$ cat src/rtl/jk_cmd_driver.sv
// Command stage for a downstream JK flop: a valid/ready FIFO that feeds registered j/k outputs.
// It also keeps a model of the flop's q. Define JK_DRV_CHECK_EN to compare q_fb against that model.
module jk_cmd_driver #(
  parameter int DEPTH = 4,
  parameter int CNT_W = 8
) (
  input  logic             clk,
  input  logic             rst,
  input  logic             cmd_valid,
  input  logic [1:0]       cmd,
  output logic             cmd_ready,
  input  logic             flush,
  output logic             j,
  output logic             k,
  input  logic             q_fb,
  output logic             q_model,
  output logic             busy,
  output logic [CNT_W-1:0] issued,
  output logic             mismatch
);
  // Handshake: a command transfers on an edge where cmd_valid & cmd_ready are both high.
  // cmd_ready depends only on occupancy, flush and rst, never on cmd_valid.
  localparam int AW = $clog2(DEPTH);
  localparam logic [AW:0] FULL_OCC = (AW+1)'(DEPTH);

  logic [1:0]    mem [DEPTH];
  logic [AW-1:0] wr_ptr;
  logic [AW-1:0] rd_ptr;
  logic [AW:0]   occ;
  logic          push;
  logic          pop;
  logic          q_next;

  assign cmd_ready = !rst && (occ != FULL_OCC) && !flush;
  assign push      = cmd_valid && cmd_ready;
  assign pop       = (occ != '0) && !flush;
  assign busy      = (occ != '0) || j || k;

  always_ff @(posedge clk) begin
    if (push) mem[wr_ptr] <= cmd;
  end

  always_ff @(posedge clk or posedge rst) begin
    if (rst) begin
      wr_ptr <= '0;
      rd_ptr <= '0;
      occ    <= '0;
    end else if (flush) begin
      wr_ptr <= '0;
      rd_ptr <= '0;
      occ    <= '0;
    end else begin
      if (push) wr_ptr <= wr_ptr + 1'b1;
      if (pop)  rd_ptr <= rd_ptr + 1'b1;
      if (push && !pop)      occ <= occ + 1'b1;
      else if (pop && !push) occ <= occ - 1'b1;
    end
  end

  // The model advances from the j/k the flop sees on this same edge.
  always_comb begin
    q_next = q_model;
    case ({j, k})
      2'b01:   q_next = 1'b0;
      2'b10:   q_next = 1'b1;
      2'b11:   q_next = ~q_model;
      default: q_next = q_model;
    endcase
  end

  always_ff @(posedge clk or posedge rst) begin
    if (rst) begin
      j       <= 1'b0;
      k       <= 1'b0;
      q_model <= 1'b0;
      issued  <= '0;
    end else begin
      q_model <= q_next;
      if (pop) begin
        {j, k} <= mem[rd_ptr];
        issued <= issued + 1'b1;
      end else begin
        {j, k} <= 2'b00;
      end
    end
  end

`ifdef JK_DRV_CHECK_EN
  // chk_arm waits one edge after reset so the flop's sync reset has cleared q.
  logic chk_arm;

  always_ff @(posedge clk or posedge rst) begin
    if (rst) begin
      chk_arm  <= 1'b0;
      mismatch <= 1'b0;
    end else begin
      chk_arm <= 1'b1;
      if (chk_arm && (q_fb != q_model)) mismatch <= 1'b1;
    end
  end
`else
  logic unused_q_fb;
  assign unused_q_fb = q_fb;
  assign mismatch    = 1'b0;
`endif
endmodule

$ cat config.mk
export PLATFORM = sky130hd
export DESIGN_NAME = jk_cmd_driver
export DESIGN_NICKNAME = d
export VERILOG_FILES = /design/src/rtl/jk_cmd_driver.sv
export SDC_FILE = /design/constraint.sdc
export NUM_CORES = 1
export LEC_CHECK = 0
export CELL_PAD_IN_SITES_DETAIL_PLACEMENT = 1
export CELL_PAD_IN_SITES_GLOBAL_PLACEMENT = 2
export CORE_UTILIZATION = 32
export CTS_BUF_LIST = sky130_fd_sc_hd__clkbuf_8
export DETAILED_ROUTE_END_ITERATION = 12
export PLACE_DENSITY = 0.73
export SLEW_MARGIN = 20
export SYNTH_ARGS = -nofsm -noshare
export SYNTH_HDL_FRONTEND = slang
export SYNTH_SLANG_ARGS = --single-unit
$ cat constraint.sdc
create_clock -name clk -period 2.3 [get_ports clk]
set_input_delay 0.345 -clock clk [delete_from_list [all_inputs] [get_ports clk]]
set_output_delay 0.345 -clock clk [all_outputs]
set_load 0.01 [all_outputs]
==> results_dict.tcl <==
set metrics [dict create \
    setup.reg_to_reg.worst_slack_ps 230 \
    rsz0062_at_grt "no" \
    setup-violations-final 0 \
    route.detailed.vias_per_inst 4.86 \
    cp-startpoint "occ[2]" \
    standard_cell_with_the_maximum_stage_delay_on_the_critical_path "sky130_fd_sc_hd__or3_1" \
    wl_per_cell_um 13.4 \
    report.final.slew_viol_count 0 \
    die_h_um 65.2 \
    clock.fmax_ghz 0.460 \
    synth_area_mm2 0.00128 \
    die_width_um 65.2 \
    initial_core_util_pct 34.2 \
    ys_seq_elements 26 \
    final.hold.worst_slack_ps 400 \
    final.fill_count 416 \
    mean_instance_size_in_the_synthesized_netlist_um2 11.7 \
    worst_clock_skew_ps 0.997 \
    place.port_buffers 18 \
    clock_sink_count 26 \
    final.period_utilization_pct 94.6 \
    layout_commonest_cell "sky130_fd_sc_hd__dfrtp_1" \
    dieArea_mm2 0.00426 \
    synth.distinct_cells 35 \
    drt_first_pass_iters 2 \
    timing.critical_path.from_type "flip-flop" \
    layout_common_cells "18 x sky130_fd_sc_hd__dfrtp_1, 17 x sky130_fd_sc_hd__clkdlybuf4s50_1, 9 x sky130_fd_sc_hd__buf_4" \
    place_worst_setup_slack_ps 69.5 \
    insertion_delay_ps 260 \
    required_ps 1960 \
    cts_inserted_buffers 3 \
    detailroute.wirelength.met3_um 58 \
    min-delay-path-class "input pin to asynchronous set/reset pin" \
    setup_total_negative_slack_ps 0 \
    synth_sequential_area_ratio_pct 54.0 \
    ctsRootBufferMaster "sky130_fd_sc_hd__clkbuf_8" \
    finalWorstSetupSlack_ps 125 \
    yosys_warnings 0 \
    detailed_place.area_mm2 0.00156 \
    grt_max_degree 17 \
    cts.path.max_buffers 2 \
    end_kind "output port" \
    timing_worst_setup_path_type "flip-flop to output port" \
    residual_drc 0 \
    finalNetCount 148 \
    global_route.usage.total_pct 13.1 \
    critical_path.top_delay_family "simple AND/OR/NAND/NOR gates" \
    max-cap-violations 0 \
    critical_path_cell_list "or3_1 -> buf_4 -> or3_1 -> dlygate4sd2_1" \
    status "complete, no violations" \
    detail_route.iter0.violations 30 \
    diodes 0 \
    grt_pass1_vias 904 \
    htreeDepth 1 \
    met1_length_um 1200 \
    antenna_found_initial 0 \
    critical_path.max_fanout 6 \
    critPathBufInv 2 \
    cellPowerDensity_mw_per_mm2 1140 \
    synth.net_count 122 \
    worst_ir_drop_on_vdd_v 0.000460 \
    final_design_area_no_fill_mm2 0.00163 \
    first_pass_grt_wire_length_um 4250 \
    timing.critical_path.arrival_ps 1830 \
    detailed_place_hpwl_um 1890 \
    final_period_minus_worst_setup_slack_ps 2170 \
    postRouteWirelength_um 2440 \
    met2WireLength_um 1170 \
    cts_tree "done" \
    hold_viol_final 0 \
    stage_delay_of_the_slowest_cell_on_the_critical_path_ps 410 \
    grt.overflow.total 0 \
    num_rows 22 \
    ioPinCount 21 \
    drt.antenna.violating_nets 0 \
    design.core.area_mm2 0.00374 \
    worst_path_most_repeated_cell "sky130_fd_sc_hd__or3_1" \
    synth_cells 109 \
    place.gp.congestion 0.783 \
    cts.clk_slew.worst_paths_ps 90 \
    drive_gt1_share_pct 14.9 \
    p_leak_uw 0.000696 \
    via_count 885 \
    crit-reg2reg-launch "occ[2]" \
    area_growth_syn_to_layout_pct 27.1 \
    top_layer "met4" \
]
synthesized netlist by cell type, drive strengths merged:
| master | n | area, um^2 |
|---|---|---|
| nor2b | 1 | 6.26 |
| xnor2 | 4 | 35.0 |
| nand2 | 2 | 7.51 |
| a2111oi | 1 | 8.76 |
| nor2 | 8 | 30.0 |
| o311a | 1 | 10.0 |
| nor4 | 1 | 6.26 |
| nor3b | 3 | 22.5 |
| edfxtp | 8 | 240 |
| ha | 5 | 62.6 |
| and3 | 7 | 43.8 |
| clkbuf | 1 | 3.75 |
| or2 | 1 | 6.26 |
| o21ai | 2 | 10.0 |
| conb | 1 | 3.75 |
| nand4 | 1 | 6.26 |
| or4b | 1 | 10.0 |
| and3b | 1 | 8.76 |
| nand3 | 3 | 15.0 |
| nor3 | 6 | 35.0 |
| buf | 5 | 33.8 |
| or3b | 1 | 8.76 |
| dfrtp | 18 | 450 |
| fa | 1 | 20.0 |
| xor2 | 4 | 35.0 |
| mux2 | 2 | 22.5 |
| nand2b | 2 | 12.5 |
| mux4 | 2 | 45.0 |
| inv | 7 | 26.3 |
| or3 | 3 | 18.8 |
| a21oi | 4 | 20.0 |
| o31ai | 2 | 15.0 |
tightest hold or removal path: cells and delay by family:
| family | cells | cell delay, ps |
|---|---|---|
| buffers and inverters | 3 | 670 |
metal layers:
layer / global-route usage [%] / up-vias
met5: 0 / -
met4: 4.89 / 0
met3: 1.56 / 2
met2: 21.1 / 12
met1: 18.0 / 439
li1: - / 432
stage by stage:
stage | utilization, % | instances | total power [uW]
2_1_floorplan | - | 109 | 1180
3_3_place_gp | 41.6 | 178 | 1470
3_5_place_dp | 41.6 | 178 | 1520
4_1_cts | 43.4 | 182 | 1880
5_1_grt | 43.4 | 182 | 2000
6_report | 43.4 | 182 | 1850
sequential cells by signal (all words and copies together), names as in the netlist:
| signal | count |
|---|---|
| q_model | 1 |
| mem | 8 |
| rd_ptr | 2 |
| k | 1 |
| issued | 8 |
| occ | 3 |
| wr_ptr | 2 |
| j | 1 |
worst paths after layout:
path                                  end  cells after the start
worst min-delay path            wr_ptr[0]                      3
worst min register to register  issued[7]                      1
max in group asynchronous       rd_ptr[0]                      4
worst max-delay path                 busy                      4
worst max register to register     occ[1]                      5
min in group clk                issued[7]                      1
cells by family after synthesis:
logic type	after synthesis	synth area share [%]
other	1	0.293
buffers and inverters	13	4.99
AOI/OAI and AO/OA	10	4.99
adders and majority gates	6	6.45
muxes	4	5.28
xor gates and xnor gates	8	5.47
and+or+nand+nor	41	18.6
DFF	26	54.0
power by group:
part / internal, uW / switching (uW) / leakage (uW)
Combinational: 411 / 364 / 0.000360
Clock: 233 / 138 / 0.0000357
Sequential: 593 / 111 / 0.000300
Total: 1240 / 614 / 0.000696
repair_timing:
action,4_1_cts,5_1_grt
endpoints found under the setup margin,1,1
gates cloned,0,0
pin swaps,0,1
gates resized for setup,1,0
setup buffers,0,0
hold buffers,0,0
cell type report:
type	instances	area [um^2]	share of cell area, %
clock buffer	3	41.3	2.54
timing repair buffer	27	246	15.2
multi-input combinational	70	532	32.7
sequential	26	691	42.5
clock inverter	1	30.0	1.85
inverter	7	26.3	1.62
tap	48	60.1	3.69
Power figures use the tool's default switching activity.
==> patch: new RTL, same settings <==
The parameter `CNT_W` goes from 8 to 6.
--- a/src/rtl/jk_cmd_driver.sv
+++ b/src/rtl/jk_cmd_driver.sv
@@ -4,3 +4,3 @@
   parameter int DEPTH = 4,
-  parameter int CNT_W = 8
+  parameter int CNT_W = 6
 ) (
Interface: changed (resized issued); port bits go from 21 to 19. The function was not compared with the original's and may differ.
==> patch against the original RTL <==
Routed wire length is 12% lower. Sequential power is 0.9% lower. Clock skew is 6.9 ps higher. Sequential cell count is 2 lower. Final cell count is 10% lower. Combinational power is 10% lower. Power is 11% lower. Die area is 7.0% lower. Setup slack better by 67 ps. Sequential share of layout area is 0.89 points higher. Count of clock-buffer cells in the layout stayed put. Final area is 9.2% lower. Area after synthesis is 7.2% lower.
==> patch: results (changes against the original RTL) <==
outcome=complete, no violations; total wire length=2.16 mm (-12%); RR Endpoint=occ[2]; top post-synthesis cells by count=dfrtp_1, edfxtp_1, inv_1, xor2_1; slowest stage cell, crit path=clkdlybuf4s50_1; RR Startpoint=occ[1]; top cells by area, synth=dfrtp_1, edfxtp_1, ha_1, xor2_1, mux4_2; nets=131 (-11%); Non-Clock Buffer Count=23 (-15%); drt initial violations=18 (-40%); Signal buf overhead=0.144 (-0.00759); area occupied by multi-input gates=495 um2 (-6.8%); total track usage=0.128 (-0.00360); vias in the first global route=826 (-8.6%); Synth Instances=94 (-14%); maximum vdd drop=0.366 mV (-20%); CP max FO=11 (+5); HP Start=q_model; Post-Syn Nets=107 (-12%); Placer Congestion=0.679 (-13%); FF+latch count=24 (-7.7%); share of cells above drive strength 1=0.162 (+0.0131); Via Count=763 (-14%); fraction of registers with async set/reset=0.667 (-0.0256); Fillers=382 (-8.2%); DR pass1 iterations=4 (+2); register area share after synthesis=0.540 (about the same); worst hold path type=register to register; global-route wire length before repair=3.80 mm (-11%); vias per cell=4.68 (-3.7%); P_leak=0.000626 uW (-10%); fraction of area in clock buffers and inverters=0.0305 (-0.0134); multi-input gate count=59 (-16%); R2R cell count=8 (+3); arrival time worst endpoint=1760 ps (-70 ps); I/O Buffers=16 (-2); hpwl dp=1.71 mm (-9.6%); Place WS=-110 ps (-180 ps); Placed Cells=159 (-11%); Layout Skew=7.86 ps (+6.86 ps); post-cts sizing count=0 (-1); critical path's largest stage delay=590 ps (+180 ps); Reg area=641 um2 (-7.2%); largest registers=mem: 8 flops, issued: 6 flops, occ: 3 flops; initial antenna violation count=0 (unchanged)
patch: worst max path at each step:
stage,start,endpoint,slack [ps],depth (start not counted)
5_1_grt,cmd_valid,occ[2],40,8
2_1_floorplan,flush,occ[1],400,6
4_1_cts,occ[0],cmd_ready,150,3
3_3_place_gp,cmd_valid,occ[2],-70,8
6_report,flush,cmd_ready,190,4
3_5_place_dp,cmd_valid,occ[2],-110,8
patch: routing by layer:
metal	global-route usage	part of all wire	vias up
li1	-	-	364
met2	0.237	0.53	12
met1	0.134	0.42	382
met3	0.0219	0.025	5
met5	0	0	-
met4	0.0698	0.021	0
patch: through the flow:
step | hold WS (ps) | cell area (um2)
finish | 476 | 1480
global route | 504 | 1480
CTS | 485 | 1480
detailed placement | 473 | 1430
global placement | 455 | 1430
floorplan | 259 | 1190
patch: worst max-delay path, delay by kind of cell:
family	cells	cell delay [ps]
AOI/OAI and AO/OA	1	220
buffers and inverters	3	1200
patch: power breakdown:
group	internal (uW)	switching [uW]	total (uW)
Clock	119	134	254
Combinational	402	294	695
Sequential	552	146	698
patch: kinds of logic after synthesis:
kind of cell / count (synthesis) / synth area share
flip-flops: 24 / 0.540
buffers and inverters: 11 / 0.0432
adder cells (fa/ha/maj): 6 / 0.0695
other: 1 / 0.00316
XOR/XNOR: 7 / 0.0516
AO/OA/AOI/OAI: 10 / 0.0675
multiplexers: 6 / 0.0769
AND/OR/NAND/NOR: 29 / 0.149
